[config.mk]
export PLATFORM = sky130hd
export DESIGN_NAME = uart_rx_oversampled
export DESIGN_NICKNAME = d
export VERILOG_FILES = /design/src/rtl/uart_rx_oversampled.sv
export SDC_FILE = /design/constraint.sdc
export NUM_CORES = 1
export LEC_CHECK = 0
export ABC_AREA = 1
export CAP_MARGIN = 5
export CORE_MARGIN = 2
export CORE_UTILIZATION = 55
export CTS_CLUSTER_SIZE = 12
export DETAILED_ROUTE_END_ITERATION = 10
export GPL_ROUTABILITY_DRIVEN = 1
export PLACE_DENSITY = 0.77
export SYNTH_ARGS = -nofsm -noshare
export SYNTH_HDL_FRONTEND = slang
export SYNTH_SLANG_ARGS = --single-unit
[constraint.sdc]
create_clock -name clk -period 2 [get_ports clk]
set_input_delay 0.4 -clock clk [delete_from_list [all_inputs] [get_ports clk]]
set_output_delay 0.4 -clock clk [all_outputs]
set_load 0.05 [all_outputs]
[src/rtl/uart_rx_oversampled.sv]
// UART receiver with a programmable clocks-per-bit divider and mid-bit sampling.
// Completed words are held behind a valid/ready handshake with parity, framing and overrun status.
module uart_rx_oversampled #(
    parameter int DATA_BITS = 8,
    parameter int BAUD_DIV  = 16,
    parameter int PARITY    = 0,
    parameter int STOP_BITS = 1
) (
    input  logic                 clk,
    input  logic                 reset,
    input  logic                 rx,
    output logic [DATA_BITS-1:0] rx_data,
    output logic                 rx_valid,
    input  logic                 rx_ready,
    output logic                 parity_err,
    output logic                 frame_err,
    output logic                 overrun_err,
    output logic                 busy
);
    localparam int HALF = BAUD_DIV / 2;
    localparam int CW   = $clog2(BAUD_DIV);
    localparam int IW   = $clog2(DATA_BITS + 1);

    typedef enum logic [2:0] {
        S_IDLE, S_START, S_DATA, S_PARITY, S_STOP, S_WAIT_IDLE
    } state_t;

    state_t               state, state_n;
    logic                 rx_meta, rx_s;
    logic [CW-1:0]        cnt, cnt_n;
    logic [IW-1:0]        idx, idx_n;
    logic [DATA_BITS-1:0] shreg, shreg_n;
    logic                 perr, perr_n;
    logic                 ferr, ferr_n;
    logic                 done;
    logic                 half_tick, tick, par_x;

    always_ff @(posedge clk or posedge reset) begin
        if (reset) begin
            rx_meta <= 1'b1;
            rx_s    <= 1'b1;
        end else begin
            rx_meta <= rx;
            rx_s    <= rx_meta;
        end
    end

    assign half_tick = (cnt == CW'(HALF - 1));
    assign tick      = (cnt == CW'(BAUD_DIV - 1));
    assign par_x     = (^shreg) ^ rx_s;

    always_ff @(posedge clk or posedge reset) begin
        if (reset) state <= S_IDLE;
        else       state <= state_n;
    end

    always_comb begin
        state_n = state;
        cnt_n   = cnt + CW'(1);
        idx_n   = idx;
        shreg_n = shreg;
        perr_n  = perr;
        ferr_n  = ferr;
        done    = 1'b0;
        case (state)
            S_IDLE: begin
                cnt_n = '0;
                if (!rx_s) state_n = S_START;
            end
            S_START: begin
                if (half_tick) begin
                    cnt_n   = '0;
                    idx_n   = '0;
                    perr_n  = 1'b0;
                    ferr_n  = 1'b0;
                    // a high sample at mid-start is a line glitch, not a frame
                    state_n = rx_s ? S_IDLE : S_DATA;
                end
            end
            S_DATA: begin
                if (tick) begin
                    cnt_n   = '0;
                    shreg_n = {rx_s, shreg[DATA_BITS-1:1]};
                    if (idx == IW'(DATA_BITS - 1)) begin
                        idx_n   = '0;
                        state_n = (PARITY != 0) ? S_PARITY : S_STOP;
                    end else begin
                        idx_n = idx + IW'(1);
                    end
                end
            end
            S_PARITY: begin
                if (tick) begin
                    cnt_n   = '0;
                    perr_n  = (PARITY == 1) ? par_x : ~par_x;
                    state_n = S_STOP;
                end
            end
            S_STOP: begin
                if (tick) begin
                    cnt_n = '0;
                    if (!rx_s) ferr_n = 1'b1;
                    if (idx == IW'(STOP_BITS - 1)) begin
                        done    = 1'b1;
                        // on a framing error wait for the line to go idle so a break is one word
                        state_n = ferr_n ? S_WAIT_IDLE : S_IDLE;
                    end else begin
                        idx_n = idx + IW'(1);
                    end
                end
            end
            S_WAIT_IDLE: begin
                cnt_n = '0;
                if (rx_s) state_n = S_IDLE;
            end
            default: state_n = S_IDLE;
        endcase
    end

    always_ff @(posedge clk or posedge reset) begin
        if (reset) begin
            cnt   <= '0;
            idx   <= '0;
            shreg <= '0;
            perr  <= 1'b0;
            ferr  <= 1'b0;
        end else begin
            cnt   <= cnt_n;
            idx   <= idx_n;
            shreg <= shreg_n;
            perr  <= perr_n;
            ferr  <= ferr_n;
        end
    end

    always_ff @(posedge clk or posedge reset) begin
        if (reset) begin
            rx_data     <= '0;
            rx_valid    <= 1'b0;
            parity_err  <= 1'b0;
            frame_err   <= 1'b0;
            overrun_err <= 1'b0;
        end else begin
            overrun_err <= 1'b0;
            if (done) begin
                if (!rx_valid || rx_ready) begin
                    rx_data    <= shreg;
                    parity_err <= perr_n;
                    frame_err  <= ferr_n;
                    rx_valid   <= 1'b1;
                end else begin
                    overrun_err <= 1'b1;
                end
            end else if (rx_valid && rx_ready) begin
                rx_valid <= 1'b0;
            end
        end
    end

    assign busy = (state != S_IDLE);

endmodule
Yosys cells after proc, flatten, opt, wreduce, memory -nomap -nowiden --
Cells that the tools add are included.
Storage, ports and cells: word-level logic and storage cells 88, bits of input ports 4, register bits 35, output and inout port bits 13
Operators by class: reductions and logical operators 16, bitwise logic cells 2, mux-type cells 37, add/sub/neg operators 2, eq/ne operators 18
Operator list (count):
- 4-bit 2-to-1 mux | 7
- 3-bit 2-to-1 mux | 9
- 4-bit case mux with 3 select lines | 2
- 2-bit != test (second input constant) | 9
- 3-bit case mux with 6 select lines | 1
- 1-bit 2-to-1 mux | 15
- 4-bit by 1-bit adder with 4-bit output (second input constant) | 2
- 4-bit by 3-bit == test with 1-bit output (second input constant) | 2
- 8-bit AND reduction | 1
- 8-bit XOR reduction | 1
- 3-bit by 2-bit == test with 1-bit output (second input constant) | 2
- 3-bit == test (second input constant) | 2
- 2-bit AND reduction | 3
- 3-bit nonzero test | 2
- 5-bit AND reduction | 1
- 4-bit == test (second input constant) | 1
- 4-bit logical NOT | 1
- 1-bit case mux with 2 select lines | 2
- 3-bit by 1-bit == test with 1-bit output (second input constant) | 1
- 3-bit logical NOT | 1
- 3-bit OR reduction | 1
- 2-bit 2-to-1 mux | 1
- 2-bit by 1-bit != test with 1-bit output (second input constant) | 1
- 2-bit nonzero test | 1
- 6 further kinds | 6

Longest topological paths before layout --
Gate-level depths: netlist of run 1.
depth in word-level cells 7, mapped depth 12

Least setup slack after synthesis of run 1 --
No wires, ideal clock.
kind flip-flop to flip-flop, start reg state[0], end reg state[0], setup time 128 ps, clock period less this slack 1622 ps, stages on the path, launching flop included 9, slack 378 ps, buffers on the path 0, data required time 1872 ps, data arrival time 1495 ps, cells stage by stage dfrtp_1 -> nor2_1 -> nand2_1 -> o21ai_0 -> nor3_1 -> nand3_1 -> clkinv_2 -> o21ai_1 -> o21ai_0
Between the ends: cells in the longest elaborated chain, start to end 3, elaborated cells between the ends (all ways) 16
Ends and longest elaborated chain:
- start: declaration | RTL line 28 | state_t state, state_n;
- start signal: assignment | RTL line 54 | else state <= state_n;
- 3-bit == test (tied with other cells) | RTL line 65 | case (state)
- 2-bit != test (no line)
- 8-bit AND reduction (no line)
Parallel ways exist; a longest one is shown, timed or not. A chain may end at the register's enable or synchronous reset.

Worst setup path after layout of run 1 --
start reg rx_data[5], end out rx_data[5]
RTL lines:
- start: declaration | RTL line 12 | output logic [DATA_BITS-1:0] rx_data,
- start signal: assignment | RTL line 147 | rx_data <= shreg;
No word-level cell between the ends.

==> results of run 1 <==
power breakdown:
group / switching, mW / internal [mW]
combinational: 0.553 / 0.246
sequential: 0.0635 / 0.779
clock: 0.229 / 0.296
total: 0.846 / 1.32
metrics by stage:
step	std cells	util	instance area [sq um]
detailed placement	285	0.6426	1962
CTS	293	0.6709	2048
global placement	285	0.6426	1962
finish	293	0.6709	2048
global route	293	0.6709	2048
floorplan	226	-	1764
layout make-up:
type | instances | area, sq um
Clock buffer | 6 | 51.30
Fill cell | 281 | 1005
Timing Repair Buffer | 17 | 165.2
Multi-Input combinational cell | 155 | 734.5
Inverter | 34 | 128.9
Tap cell | 44 | 55.05
Clock inverter | 2 | 35.03
Sequential cell | 35 | 878.3
registers in the layout, indices dropped and copies added, names as in the netlist:
signal       cells
rx_data          8
shreg            8
cnt              4
idx              4
state            3
ferr             1
frame_err        1
overrun_err      1
parity_err       1
perr             1
rx_meta          1
rx_s             1
rx_valid         1
logic make-up after synthesis:
group,after synthesis
simple gates,114
compound gates,37
buf+inv,36
flops,35
fa+ha+maj,3
xor+xnor,1
worst paths after layout:
check | start | to | slack (ps) | depth (start not counted)
min | rx_meta$_DFF_PP1_ | rx_s$_DFF_PP1_ | 360 | 0
max reg2reg | cnt[0]$_DFF_PP0_ | shreg[7]$_DFFE_PP0P_ | 320 | 7
max | rx_data[5]$_DFFE_PP0P_ | rx_data[5] | 80 | 1
min reg2reg | rx_meta$_DFF_PP1_ | rx_s$_DFF_PP1_ | 360 | 0
max in group asynchronous | reset | rx_s$_DFF_PP1_ | 1190 | 3
min in group asynchronous | reset | ferr$_DFF_PP0_ | 460 | 3
cell usage in the layout (no fill, tap or decap):
master / synthesis / final
sky130_fd_sc_hd__o21ai_0: 25 / 25
sky130_fd_sc_hd__a21oi_1: 5 / 5
sky130_fd_sc_hd__bufinv_16: 0 / 1
sky130_fd_sc_hd__nand3_1: 11 / 11
sky130_fd_sc_hd__clkbuf_4: 0 / 5
sky130_fd_sc_hd__clkinv_2: 1 / 2
sky130_fd_sc_hd__nor4_1: 1 / 1
sky130_fd_sc_hd__dfstp_2: 2 / 2
sky130_fd_sc_hd__nand2_2: 5 / 5
sky130_fd_sc_hd__ha_1: 3 / 3
sky130_fd_sc_hd__inv_2: 4 / 4
sky130_fd_sc_hd__dfrtp_1: 33 / 33
sky130_fd_sc_hd__nor2_2: 1 / 1
sky130_fd_sc_hd__clkbuf_8: 0 / 1
sky130_fd_sc_hd__inv_1: 29 / 29
sky130_fd_sc_hd__nor3_1: 2 / 2
sky130_fd_sc_hd__nor2_1: 23 / 23
sky130_fd_sc_hd__or2_2: 1 / 1
sky130_fd_sc_hd__nor2_4: 1 / 1
sky130_fd_sc_hd__o21a_1: 1 / 1
sky130_fd_sc_hd__nand2_1: 68 / 68
sky130_fd_sc_hd__buf_4: 0 / 2
sky130_fd_sc_hd__o21ai_1: 2 / 2
sky130_fd_sc_hd__o22ai_1: 1 / 1
sky130_fd_sc_hd__a211oi_1: 1 / 1
sky130_fd_sc_hd__o21ai_2: 2 / 2
sky130_fd_sc_hd__xor2_1: 1 / 1
sky130_fd_sc_hd__nand4_4: 1 / 1
sky130_fd_sc_hd__clkdlybuf4s50_1: 0 / 15
metal layers:
layer / wire length, microns / part of all wire / up-vias
met1: 1633 / 0.53 / 635
met5: 0 / 0 / -
met3: 110 / 0.036 / 4
met4: 43 / 0.014 / 0
li1: - / - / 756
met2: 1285 / 0.42 / 29
==> metrics.yaml, run 1 <==
status: "completed"
grt_pass1_vias: 1262
ir_drop_mv: 0.6764
cts_tree: "built"
avgSynthCellArea_sq_um: 7.806
num_antenna_cells: 0
cell_breakdown_of_the_critical_path: "clkdlybuf4s50_1"
crit_path_time_final_ps: 1921
postSynthNetCount: 233
path_max_fanout: 2
post_route_cells_drive_above_1_share: 0.1124
synth_top_family_by_area: "simple AND/OR/NAND/NOR gates"
grt_max_degree: 36
yosys-mux-area-fraction: 0
initial_antenna_violation_count: 0
cts.path.max_buffers: 2
hold_buffers: 0
pd_cells_mw_per_mm2: 1058
detail_route.iter0.violations: 73
synth_top_cell_area_share: 0.4681
post_cts_repair_resize_count: 0
yosys_top_cell_by_area: "sky130_fd_sc_hd__dfrtp_1"
clock_tree_root_driver_cell: "sky130_fd_sc_hd__clkbuf_4"
post_synth_num_cell_types: 25
hold_path_class: "register to register"
overall_overflow_remaining_after_global_route: 0
synthToLayoutAreaGrowth_pct: 16.10
routabilityCongestion: 0.8973
postSynth.topFlopCell: "sky130_fd_sc_hd__dfrtp_1"
synth.most_common_cell: "sky130_fd_sc_hd__nand2_1"
io_buffer_count: 16
cp.buffers_inverters: 1
clk_pin_slew_worst_paths_ps: 100
synth_cells: 226
max_cap_viol_count: 0
met1_usage: 0.2767
setup_viol: 0
coreArea_sq_mm: 0.003053
rows: 20
grtUsageTotal: 0.1985
synth_compound_area_frac: 0.1128
timing_worst_setup_path_type: "register to output pin"
io-pin-count: 17
rsz0062_at_grt: "no"
cp_slowest_cell: "sky130_fd_sc_hd__clkdlybuf4s50_1"
setup_clock_skew_after_layout_ps: 18.87
share_of_the_synthesized_netlist_area_taken_by_xor_and_xnor_gates: 0.004965
critical_path.endpoint_type: "output pin"
gr-max-usage-layer: "met2"
yosys.area_share.adder: 0.02128
totalNegativeSetupSlack_ps: 0
total_wire_length_after_detailed_routing_microns: 3072
timing.final.hold_violations: 0
post-layout-total-power_mw: 2.166
ys_top_cells_by_area: "sky130_fd_sc_hd__dfrtp_1 47%, sky130_fd_sc_hd__nand2_1 14%, sky130_fd_sc_hd__o21ai_0 7.1%"
start_util: 0.5779
final_critical_path_share_of_the_clock_period: 0.9605
drcViolationCount: 0
setup_slack_ps: 78.92
grt_first_pass_wirelength_microns: 5388
worst_hold_slack_ps: 360.9
crit_path_max_incr_delay_ps: 830
hpwl_microns: 2237
p_leak_nw: 1.029
synth.yosys.warnings: 0
met3_usage: 0.04478
detailedPlace.worstSlack_ps: 326.1
crit_arrival_ps: 1520
avgViaCountPerCell: 4.860
post-cts-setup-buffer-count: 0
grt_use_met2: 0.2949
die-height_microns: 60.64
final-max-slew-violation-count: 0
fmax_mhz: 520.5
synthesis.area_sq_mm: 0.001764
drt-wirelength-per-cell_microns: 10.48
antenna_violating_nets_post_route: 0
dieArea_sq_mm: 0.003677
post_synth_and_or_nand_nor_area_fraction: 0.2773
clock_latency_ps: 330
via_count: 1424
tightestPinTransition_ps: 520.9
cts_buffers: 5
synth-edff-count: 0
clock_tree.htree_level_count: 2
synth-async-reset-ratio: 1.000
floorplan.die.width_microns: 60.64
share_of_the_yosys_chip_area_belonging_to_registers: 0.4979
remaining_max_slew_budget_at_the_tightest_pin: 0.6517
cts.sinks: 35
critPathTopFamily: "buffers and inverters"
design.final.nets: 255
detailedRoute.firstPassIterationCount: 4
post_synth_most_frequent_cells: "68 x sky130_fd_sc_hd__nand2_1, 33 x sky130_fd_sc_hd__dfrtp_1, 29 x sky130_fd_sc_hd__inv_1"
worst_endpoint_required_time_ps: 1600
synth_seq_cells: 35
critical_path_startpoint_category: "register"
Note: power is estimated with default switching activity, not from simulation.
==> run 2: changes to the inputs <==
Settings changed: CORE_MARGIN 2 to 4, PLACE_DENSITY 0.77 to 0.84.
==> run 2 against run 1 <==
- combinational power fell by 1%
- critical path depth is the same
- first-iteration DRC count fell by 2.7%
- global-route usage down 1.5 points
- non-clock buffer count is the same
- largest cell class unchanged
- highest routed layer unchanged
==> metrics.yaml, run 2 (synthesis results as in run 1) <==
post_route_cells_drive_above_1_share: 0.1084  # -0.004016
antenna_violating_nets_post_route: 0  # unchanged
path_max_fanout: 2  # unchanged
io-pin-count: 17  # unchanged
via_count: 1452  # +2.0%
critPathTopFamily: "buffers and inverters"
cp_slowest_cell: "sky130_fd_sc_hd__clkdlybuf4s50_1"
crit_path_time_final_ps: 1925  # +3.677 ps
p_leak_nw: 1.009  # -1.9%
critical_path_startpoint_category: "register"
clk_pin_slew_worst_paths_ps: 100  # about the same
floorplan.die.width_microns: 64.64  # +6.6%
io_buffer_count: 16  # unchanged
hold_buffers: 0  # unchanged
detailedRoute.firstPassIterationCount: 4  # unchanged
clock_latency_ps: 350  # +20 ps
overall_overflow_remaining_after_global_route: 0  # unchanged
cts_buffers: 5  # unchanged
cell_breakdown_of_the_critical_path: "clkdlybuf4s50_1"
largest_registers: "rx_data: 8 flops, shreg: 8 flops"
synthToLayoutAreaGrowth_pct: 14.26
clock_tree_root_driver_cell: "sky130_fd_sc_hd__clkbuf_4"
start_util: 0.5779  # unchanged
crit_path_max_incr_delay_ps: 810  # -20 ps
clock_tree.htree_level_count: 2  # unchanged
rows: 20  # unchanged
rsz0062_at_grt: "no"
ir_drop_mv: 0.6130  # -9.4%
timing.final.hold_violations: 0  # unchanged
max_cap_viol_count: 0  # unchanged
worst_hold_slack_ps: 366.1  # +5.182 ps
remaining_max_slew_budget_at_the_tightest_pin: 0.6669  # +0.01529
hpwl_microns: 2265  # +1.3%
critical_path.endpoint_type: "output pin"
drcViolationCount: 0  # unchanged
cts.path.max_buffers: 2  # unchanged
grt_max_degree: 36  # unchanged
die-height_microns: 64.64  # +6.6%
cp.buffers_inverters: 1  # unchanged
final_critical_path_share_of_the_clock_period: 0.9624  # +0.001838
pd_cells_mw_per_mm2: 995.5  # -5.9%
detail_route.iter0.violations: 71  # -2.7%
post_cts_repair_resize_count: 0  # unchanged
hold_path_class: "register to register"
crit_arrival_ps: 1520  # about the same
totalNegativeSetupSlack_ps: 0  # unchanged
fmax_mhz: 519.5  # -0.19%
num_antenna_cells: 0  # unchanged
final_cells: 293  # unchanged
post-cts-setup-buffer-count: 0  # unchanged
coreArea_sq_mm: 0.003053  # unchanged
tightestPinTransition_ps: 498.0  # -22.86 ps
post-layout-total-power_mw: 2.007  # -7.4%
grtUsageTotal: 0.1831  # -0.01538
fin_util: 0.6602  # -0.01066
final-max-slew-violation-count: 0  # unchanged
total_wire_length_after_detailed_routing_microns: 3186  # +3.7%
layout.cells.most_common: "sky130_fd_sc_hd__nand2_1"
routabilityCongestion: 0.8336  # -7.1%
initial_antenna_violation_count: 0  # unchanged
regToRegSetupSlack_ps: 280  # -40 ps
worst_endpoint_required_time_ps: 1600  # about the same
avgViaCountPerCell: 4.956  # +2.0%
dieArea_sq_mm: 0.004178  # +14%
cts_tree: "built"
timing_worst_setup_path_type: "register to output pin"
setup_clock_skew_after_layout_ps: 15.25  # -3.625 ps
grt_pass1_vias: 1372  # +8.7%
status: "completed"
design.final.nets: 255  # unchanged
placed_cells_incl_taps: 285  # unchanged
grt_first_pass_wirelength_microns: 5782  # +7.3%
most-common-layout-cells: "68 x sky130_fd_sc_hd__nand2_1, 33 x sky130_fd_sc_hd__dfrtp_1, 29 x sky130_fd_sc_hd__inv_1"
drt-wirelength-per-cell_microns: 10.87  # +3.7%
setup_viol: 0  # unchanged
cts.sinks: 35  # unchanged
-- run 2: per-layer routing --
| metal | wire, microns | track usage |
|---|---|---|
| met5 | 0 | 0 |
| met4 | 68 | 0.08707 |
| met2 | 1396 | 0.2822 |
| met1 | 1570 | 0.2344 |
| met3 | 151 | 0.05719 |
-- run 2: metrics by stage --
stage | worst slack, ps | cell area, sq um
after global routing | 2.979 | 2016
final | 75.24 | 2016
after detailed placement | 316.4 | 1962
after CTS | 51.37 | 2016
after floorplan | 377.7 | 1764
after global placement | 367.5 | 1962
-- run 2: power by group --
| part | leakage, nW | internal, mW | switching, mW |
|---|---|---|---|
| clock network | 0.0282 | 0.135 | 0.237 |
| logic | 0.504 | 0.244 | 0.544 |
| registers | 0.477 | 0.779 | 0.0667 |
-- run 2: path summary, 6_finish.rpt --
kind                                            from                   end  cells past startpoint
max in group asynchronous                      reset        rx_s$_DFF_PP1_                      3
min in group asynchronous                      reset  shreg[3]$_DFFE_PP0P_                      3
worst min register to register     rx_meta$_DFF_PP1_        rx_s$_DFF_PP1_                      0
worst max-delay path            rx_valid$_DFFE_PP0P_              rx_valid                      1
worst min-delay path               rx_meta$_DFF_PP1_        rx_s$_DFF_PP1_                      0
worst max register to register      cnt[0]$_DFF_PP0_  shreg[6]$_DFFE_PP0P_                      7
-- run 2: final cells by class --
| class | instances | area, sq um |
|---|---|---|
| Tap cell | 44 | 55.05 |
| Sequential cell | 35 | 878.3 |
| Clock buffer | 6 | 41.29 |
| Fill cell | 274 | 1037 |
| Multi-Input combinational cell | 155 | 734.5 |
| Timing Repair Buffer | 17 | 165.2 |
| Inverter | 34 | 128.9 |
| Clock inverter | 2 | 12.51 |
==> run 3: changes to the inputs <==
Settings changed: SKIP_LAST_GASP from default to 1.
==> results of run 3 <==
No change in the layout: final DEF, timing and power equal those of run 2.
==> edit (settings of run 2) <==
Encoding of `state_t`: now one-hot (6 bits for 6 states).
--- a/src/rtl/uart_rx_oversampled.sv
+++ b/src/rtl/uart_rx_oversampled.sv
@@ -21,8 +21,8 @@
     localparam int CW   = $clog2(BAUD_DIV);
     localparam int IW   = $clog2(DATA_BITS + 1);
 
-    typedef enum logic [2:0] {
-        S_IDLE, S_START, S_DATA, S_PARITY, S_STOP, S_WAIT_IDLE
+    typedef enum logic [5:0] {
+        S_IDLE = 6'b000001, S_START = 6'b000010, S_DATA = 6'b000100, S_PARITY = 6'b001000, S_STOP = 6'b010000, S_WAIT_IDLE = 6'b100000
     } state_t;
 
     state_t               state, state_n;
Check against the original RTL: same outputs for any inputs over 10 cycles, from zero or initial values and one cycle with reset high; not proved beyond that.
==> edit against run 2 <==
  * Power up 12%
  * Synthesized area up 2.2%
  * Hold slack worse by 5.3 ps
  * Worst setup slack improved by 1.1 ps
  * Via count down 2.0%
  * Sequential cell count is 2 higher
  * Wire length is 1.8% higher
  * Cell area grew 4.0%
  * Clock power is 36% higher
  * Final cell count fell by 2.0%
==> edit: results (changes against run 2) <==
R2R Path End=state[4]; worst-case reg-to-reg path depth=11 (+4); met1 WL=1.53 mm (-2.7%); WL met2=1.56 mm (+12%); dpl cell area=2020 um^2 (+2.8%); port buffer count=16 (unchanged); GRT Total Usage=0.176 (-0.00750); Worst R2R Setup Slack=330 ps (+50 ps); status=completed; Leak Pwr=1.01 nW (+0.16%); Synth area leaders=dfrtp_1, nand2_1, nand3_1; RePlAce Congestion=0.873 (+4.8%); Netlist cell types=24 (-4.0%); final hold slack=361 ps (-5.27 ps); 1st-iter DRT viols=99 (+39%); syn nets=226 (-3.0%); vias in the first global route=1318 (-3.9%); post-synthesis sequential area ratio=0.516 (+0.0177); Fillers=282 (+2.9%); Layout Nets=249 (-2.4%); vias per inst=4.96 (about the same); Total Routed Length=3.24 mm (+1.8%); HP Start=rx_meta; worst skew pair latency=330 ps (-20 ps); DR WL met3=114 um (-25%); largest net degree at the start of global routing=38 (+5.6%); HPWL after DPL=2.43 mm (+7.5%); Max-slew headroom=0.631 (-0.0359); post-place setup slack=335 ps (+18.7 ps); first-pass GRT wire length=5.73 mm (-0.85%); top cells by count, synth=nand2_1, dfrtp_1, inv_1; top flop regs=rx_data x8, shreg x8, state x5; layout cells sized above 1=0.128 (+0.0191); CTS max path bufs=2 (unchanged)
## edit: cell types whose count changed after synthesis, sizes merged, moves of 2 or more
cell | before | now
nand2 | 73 | 59
nand3 | 11 | 24
o21ai | 29 | 20
a21oi | 5 | 3
buf | 2 | 4
nand4 | 1 | 3
nor2 | 25 | 27
## edit: cell type report
class                           instances  area (um^2)  area share
Sequential cell                        37          930       0.443
Multi-Input combinational cell        145          721       0.344
Timing Repair Buffer                   20          188      0.0895
Inverter                               33          124      0.0591
Tap cell                               44         55.1      0.0263
Clock buffer                            6         41.3      0.0197
Clock inverter                          2         38.8      0.0185
## edit: logic make-up after synthesis
kind of cell,after synthesis,share of synthesized area
xor+xnor,3,0.0146
compound gates,24,0.0680
simple gates,115,0.296
flops,37,0.516
fa+ha+maj,3,0.0208
buf+inv,37,0.0847
## edit: layer usage
layer  global-route usage  up-vias
met5                    0        -
met4               0.0544        0
met3               0.0513        4
met2                0.284       26
met1                0.227      658
li1                     -      735
## edit: per-stage QoR
stage	std cells	total power, mW
after floorplan	219	1.60
after global placement	279	1.74
after detailed placement	279	1.77
after CTS	287	2.28
after global routing	287	2.42
final	287	2.25
## edit: how the worst max path moves through the flow
stage	to	slack (ps)	startpoint
after floorplan	state[4]	310	state[0]
after global placement	state[4]	420	cnt[0]
after detailed placement	state[4]	340	cnt[0]
after CTS	rx_data[0]	50	rx_data[0]
after global routing	parity_err	10	parity_err
final	rx_data[0]	80	rx_data[0]
## edit: where the power goes
group	switching [mW]	leakage [nW]	internal, mW
combinational	0.544	0.467	0.278
sequential	0.0850	0.501	0.841
clock	0.240	0.0424	0.266
total	0.869	1.01	1.39
